### src/rtl/cntr_sched.sv
// ---------------------------------------------------------------------------
// cntr_sched
//   One delay counter shared round-robin by N_REQ requesters. An idle block
//   picks the next requesting index at or after the pointer. It grants that
//   index, loads its delay and counts down to zero. It then pulses done for
//   one cycle and returns to idle with the pointer moved past the owner.
//   abort cancels a running countdown and produces an aborted pulse instead
//   of done.
//
// Ports
//   CLK      rising-edge clock
//   RST      asynchronous active-high reset
//   req      per-requester request level, sampled only in IDLE
//   dly      packed delays, requester i at [i*DLY_WIDTH +: DLY_WIDTH]
//   abort    cancels a run in progress (ignored outside RUN)
//   gnt      one-hot grant to the current owner, zero when no owner
//   done     one-cycle completion pulse, same bit as gnt
//   aborted  one-cycle pulse after a cancelled run
//   busy     high while a run or its done cycle is in progress
//   cnt      remaining delay cycles
// ---------------------------------------------------------------------------
module cntr_sched #(
    parameter int N_REQ     = 4,
    parameter int DLY_WIDTH = 8,
    parameter int PTR_WIDTH = $clog2(N_REQ)
) (
    input  logic                       CLK,
    input  logic                       RST,
    input  logic [N_REQ-1:0]           req,
    input  logic [N_REQ*DLY_WIDTH-1:0] dly,
    input  logic                       abort,
    output logic [N_REQ-1:0]           gnt,
    output logic [N_REQ-1:0]           done,
    output logic                       aborted,
    output logic                       busy,
    output logic [DLY_WIDTH-1:0]       cnt
);

    // One extra bit so ptr + offset never overflows before the modulo fold.
    localparam int SUM_W = PTR_WIDTH + 1;
    localparam logic [N_REQ-1:0] ONE_L = {{(N_REQ-1){1'b0}}, 1'b1};

    typedef enum logic [1:0] {
        ST_IDLE = 2'd0,
        ST_RUN  = 2'd1,
        ST_DONE = 2'd2
    } state_t;

    state_t                 state_r;
    logic [PTR_WIDTH-1:0]   ptr_r;
    logic [PTR_WIDTH-1:0]   owner_r;
    logic [DLY_WIDTH-1:0]   cnt_r;
    logic [N_REQ-1:0]       gnt_r;
    logic [N_REQ-1:0]       done_r;
    logic                   aborted_r;
    logic                   busy_r;

    logic [SUM_W-1:0]       sum_s;
    logic [PTR_WIDTH-1:0]   win_s;
    logic                   found_s;
    logic [DLY_WIDTH-1:0]   dly_sel_s;
    logic [PTR_WIDTH-1:0]   nxt_ptr_s;

    // Round-robin search: first set req bit from ptr upward, wrapping at N_REQ.
    always_comb begin
        found_s = 1'b0;
        win_s   = {PTR_WIDTH{1'b0}};
        sum_s   = {SUM_W{1'b0}};
        for (int k = 0; k < N_REQ; k++) begin
            sum_s = {1'b0, ptr_r} + SUM_W'(k);
            if (sum_s >= SUM_W'(N_REQ)) begin
                sum_s = sum_s - SUM_W'(N_REQ);
            end else begin
                sum_s = sum_s;
            end
            if (!found_s && req[sum_s[PTR_WIDTH-1:0]]) begin
                found_s = 1'b1;
                win_s   = sum_s[PTR_WIDTH-1:0];
            end else begin
                found_s = found_s;
            end
        end
    end

    // Delay field of the selected winner (constant-index mux, no variable part-select).
    always_comb begin
        dly_sel_s = {DLY_WIDTH{1'b0}};
        for (int i = 0; i < N_REQ; i++) begin
            if (win_s == PTR_WIDTH'(i)) begin
                dly_sel_s = dly[i*DLY_WIDTH +: DLY_WIDTH];
            end else begin
                dly_sel_s = dly_sel_s;
            end
        end
    end

    // Pointer after the current owner, folded explicitly for non-power-of-two N_REQ.
    always_comb begin
        if (owner_r == PTR_WIDTH'(N_REQ - 1)) begin
            nxt_ptr_s = {PTR_WIDTH{1'b0}};
        end else begin
            nxt_ptr_s = owner_r + PTR_WIDTH'(1);
        end
    end

    // Scheduler FSM with all outputs registered.
    always_ff @(posedge CLK or posedge RST) begin
        if (RST) begin
            state_r   <= ST_IDLE;
            ptr_r     <= {PTR_WIDTH{1'b0}};
            owner_r   <= {PTR_WIDTH{1'b0}};
            cnt_r     <= {DLY_WIDTH{1'b0}};
            gnt_r     <= {N_REQ{1'b0}};
            done_r    <= {N_REQ{1'b0}};
            aborted_r <= 1'b0;
            busy_r    <= 1'b0;
        end else begin
            aborted_r <= 1'b0;
            case (state_r)
                ST_IDLE: begin
                    if (found_s) begin
                        gnt_r   <= ONE_L << win_s;
                        cnt_r   <= dly_sel_s;
                        owner_r <= win_s;
                        busy_r  <= 1'b1;
                        // A zero delay skips RUN; done must show in the DONE cycle.
                        if (dly_sel_s == {DLY_WIDTH{1'b0}}) begin
                            state_r <= ST_DONE;
                            done_r  <= ONE_L << win_s;
                        end else begin
                            state_r <= ST_RUN;
                        end
                    end else begin
                        state_r <= ST_IDLE;
                    end
                end
                ST_RUN: begin
                    // abort outranks the final countdown step.
                    if (abort) begin
                        state_r   <= ST_IDLE;
                        gnt_r     <= {N_REQ{1'b0}};
                        cnt_r     <= {DLY_WIDTH{1'b0}};
                        busy_r    <= 1'b0;
                        ptr_r     <= nxt_ptr_s;
                        aborted_r <= 1'b1;
                    end else if (cnt_r == DLY_WIDTH'(1)) begin
                        state_r <= ST_DONE;
                        cnt_r   <= {DLY_WIDTH{1'b0}};
                        done_r  <= gnt_r;
                    end else begin
                        cnt_r <= cnt_r - DLY_WIDTH'(1);
                    end
                end
                ST_DONE: begin
                    state_r <= ST_IDLE;
                    gnt_r   <= {N_REQ{1'b0}};
                    done_r  <= {N_REQ{1'b0}};
                    busy_r  <= 1'b0;
                    ptr_r   <= nxt_ptr_s;
                end
                default: begin
                    state_r <= ST_IDLE;
                    gnt_r   <= {N_REQ{1'b0}};
                    done_r  <= {N_REQ{1'b0}};
                    cnt_r   <= {DLY_WIDTH{1'b0}};
                    busy_r  <= 1'b0;
                end
            endcase
        end
    end

    assign gnt     = gnt_r;
    assign done    = done_r;
    assign aborted = aborted_r;
    assign busy    = busy_r;
    assign cnt     = cnt_r;

endmodule

### config.mk
export PLATFORM = sky130hd
export DESIGN_NAME = cntr_sched
export DESIGN_NICKNAME = d
export VERILOG_FILES = /design/src/rtl/cntr_sched.sv
export SDC_FILE = /design/constraint.sdc
export NUM_CORES = 1
export LEC_CHECK = 0
export CORE_MARGIN = 1.5
export CORE_UTILIZATION = 47
export CTS_CLUSTER_DIAMETER = 200
export DETAILED_ROUTE_END_ITERATION = 8
export PLACE_DENSITY = 0.79
export SLEW_MARGIN = 30
export SYNTH_ARGS = -nofsm -noshare
export SYNTH_HDL_FRONTEND = slang
export SYNTH_SLANG_ARGS = --single-unit
### constraint.sdc
create_clock -name CLK -period 7.4 [get_ports CLK]
set_input_delay 0.74 -clock CLK [delete_from_list [all_inputs] [get_ports CLK]]
set_output_delay 0.74 -clock CLK [all_outputs]
set_load 0.01 [all_outputs]
==> impl_results.md <==
- Outcome: complete, no violations
- Max Cap Violations: 0
- Final GP Congestion: 0.9230
- CP Launch Point: req[1]
- Design Power: 0.7902 mW
- Fillers: about 250
- Drc violations: 0
- Std cell rows: 21
- Hold Buf Count CTS: 0
- Crit path max-delay cell type: mux4_1
- Total gr overflow: 0
- Share of cells above drive strength 1: 10.55%
- Core area: 3311 sq um
- Largest net degree at the start of global routing: 25
- DR WL/cell: 16.02 um
- Syn nets: between 200 and 250
- Number of synthesized flops with an enable pin: 0
- First-pass GRT wire length: 6.527 mm
- CP Launch Type: input port
- Initial core utilization: 48.98%
- Synth Instances: 166
- Layout area overhead: 38.58%
- Hpwl dp: 3.259 mm
- Worst-path cell chain: clkdlybuf4s50_1 -> nand2b_1 -> a21oi_1 -> a211oi_4 -> mux4_1 -> nand4b_4 -> or3_4 -> o221a_1
- Root Driver: clkbuf_4
- Routed WL: 4.228 mm
- Peak VDD IR: 0.0002213 V
- Total CTS buffers: 3
- Post-DR vias/cell: 5.610
- RSZ-0062 raised after global routing: false
- Worst Hold Launch: busy$_DFFE_PP0P_
- FF+latch area: 600.6 sq um
- Setup crit end kind: flop
- Total GRT Usage: a little under a quarter
- Leakage: 0.9464 nW
- Crit path kind: in -> reg
- Worst Hold Class: reg -> reg
- Final Hold Fails: 0
- Worst skew pair latency: 0.32 ns
- Ys Warns: 0
- Final nets: ~260
- First-pass iteration count of the detailed router: 4
- Die H: ~62 um
- PwrDens: 351.6 nW/um^2
- Fin worst setup slack: around 4.0 ns
- Measured slew at the worst slew-check pin: 0.8026 ns
- N_diodes: 0
- Reg clk slew, reported paths: ~0.14 ns
- Relative slew margins: between 40% and 50%
- Clock buffer depth: 2
- Critical Path RT: 7.63 ns
- Post-CTS Setup Bufs: 0
- Worst Path Max Fanout: 15
- R2r startpoint: ptr_r[0]$_DFFE_PP0P_
- Iteration-0 DRC Markers: 68
- CTS sink count: 24
- Port bufs: 56
- Initial antenna violation count: 0
- Final period utilization: roughly 46%
- Endpoints failing setup: 0
- Pins over their slew limit: 0
- Fmax: around 290 MHz
- Synth Flop Type: dfrtp_1
- CP max stage delay: approximately 0.7 ns
- Vias: 1481
- Die width: just over 60 um
- Final Skew: roughly 0.0067 ns
- Number of global-route vias before repair: 1410
- CTS tree: built
- Synthesized cell area: 1622 sq um
- DRT antenna net count: 0
- Area occupied by multi-input gates: 957.2 sq um
- Place WS: 3.441 ns
- Post-Route Setup TNS: 0 ns
- Synthesized flop and latch total: 24
- Async set-or-reset flop fraction in the synthesized netlist: 100.0%
- CP Data Arrival Time: 3.63 ns
- Area of the die: between 3000 and 4000 sq um
- Avg Cell Area, Syn: 9.768 sq um
- Num ports: 57
- Register area share after synthesis: 37.04%
- Crit path time final: around 3.4 ns
- Htree depth: 1
- Distinct cells, synth: 37
- Post_cts resized: 0
==> sequential cells by signal (all words and copies together) (netlist names) <==
| register | cells |
|---|---|
| aborted | 1 |
| busy | 1 |
| cnt | 8 |
| done | 4 |
| gnt | 4 |
| owner_r | 2 |
| ptr_r | 2 |
| state_r | 2 |
==> worst paths after layout <==
check	endpoint	slack (ns)	cells past startpoint
worst max-delay path	done[0]$_DFFE_PP0P_	3.99	8
max in group asynchronous	gnt[3]$_DFFE_PP0P_	6.30	2
worst max register to register	done[0]$_DFFE_PP0P_	4.51	7
min in group asynchronous	gnt[2]$_DFFE_PP0P_	0.75	2
worst min-delay path	busy$_DFFE_PP0P_	0.50	1
worst min register to register	busy$_DFFE_PP0P_	0.50	1
==> cell usage after synthesis (5+ instances only) <==
cell	n	area (sq um)
mux2i_1	15	150.1
inv_1	5	18.77
a21oi_1	9	45.04
nor2_1	22	82.58
nand2b_1	5	31.28
o21ai_0	5	25.02
o22ai_1	5	31.28
nand2_1	7	26.28
o21ai_1	6	30.03
mux2_2	10	112.6
dfrtp_1	24	600.6
==> layout by cell type, fill, tap and decap left out, drive strengths merged, types with 4 or more instances in the layout <==
cell and count:
a21oi 9, a22o 4, clkdlybuf4s50 56, dfrtp 24, inv 5, mux2 10, mux2i 15, nand2 7
nand2b 5, nor2 22, nor2b 4, o21ai 11, o221a 4, o22a 4, o22ai 5
==> layout make-up <==
| type | instances | area share [%] |
|---|---|---|
| Clock buffer | 3 | 1.002 |
| Clock inverter | 1 | 1.336 |
| Inverter | 5 | 0.8352 |
| Multi-Input combinational cell | 129 | 42.59 |
| Sequential cell | 24 | 26.73 |
| Tap cell | 46 | 2.561 |
| Timing Repair Buffer | 56 | 24.94 |
==> power breakdown <==
group	internal, mW	switching (mW)
clock network	0.0548	0.0415
registers	0.188	0.0625
logic	0.238	0.205
==> routing by layer <==
metal / vias up / track usage, % / part of all wire [%]
li1: 718 / - / -
met1: 697 / 32.54 / 43
met2: 60 / 39.10 / 48
met3: 6 / 2.692 / 7.6
met4: 0 / 6.383 / 1.2
met5: - / 0 / 0
==> critical path: cells and delay by family <==
| kind | cells | cell delay, ns |
|---|---|---|
| AO/OA/AOI/OAI | 3 | 0.91 |
| buffers and inverters | 1 | 0.54 |
| multiplexers | 1 | 0.69 |
| AND/OR/NAND/NOR | 3 | 0.75 |
==> logic make-up after synthesis <==
| kind of cell | synth area share (%) |
|---|---|
| AO/OA/AOI/OAI | 19.52 |
| XOR/XNOR | 0.5402 |
| adder cells (fa/ha/maj) | 2.315 |
| buffers and inverters | 4.475 |
| flip-flops | 37.04 |
| multiplexers | 17.82 |
| AND/OR/NAND/NOR | 18.29 |
==> stage by stage <==
stage / std cells / hold WS (ns) / util (%) / instance area [sq um]
after floorplan: 166 / 0.4849 / - / 1622
after global placement: 260 / 0.4683 / 66.02 / 2186
after detailed placement: 260 / 0.4748 / 66.02 / 2186
after CTS: 264 / 0.5063 / 67.61 / 2238
after global routing: 264 / 0.5277 / 67.88 / 2247
final: 264 / 0.4988 / 67.88 / 2247
No activity file was read; power rests on OpenSTA's default activity.
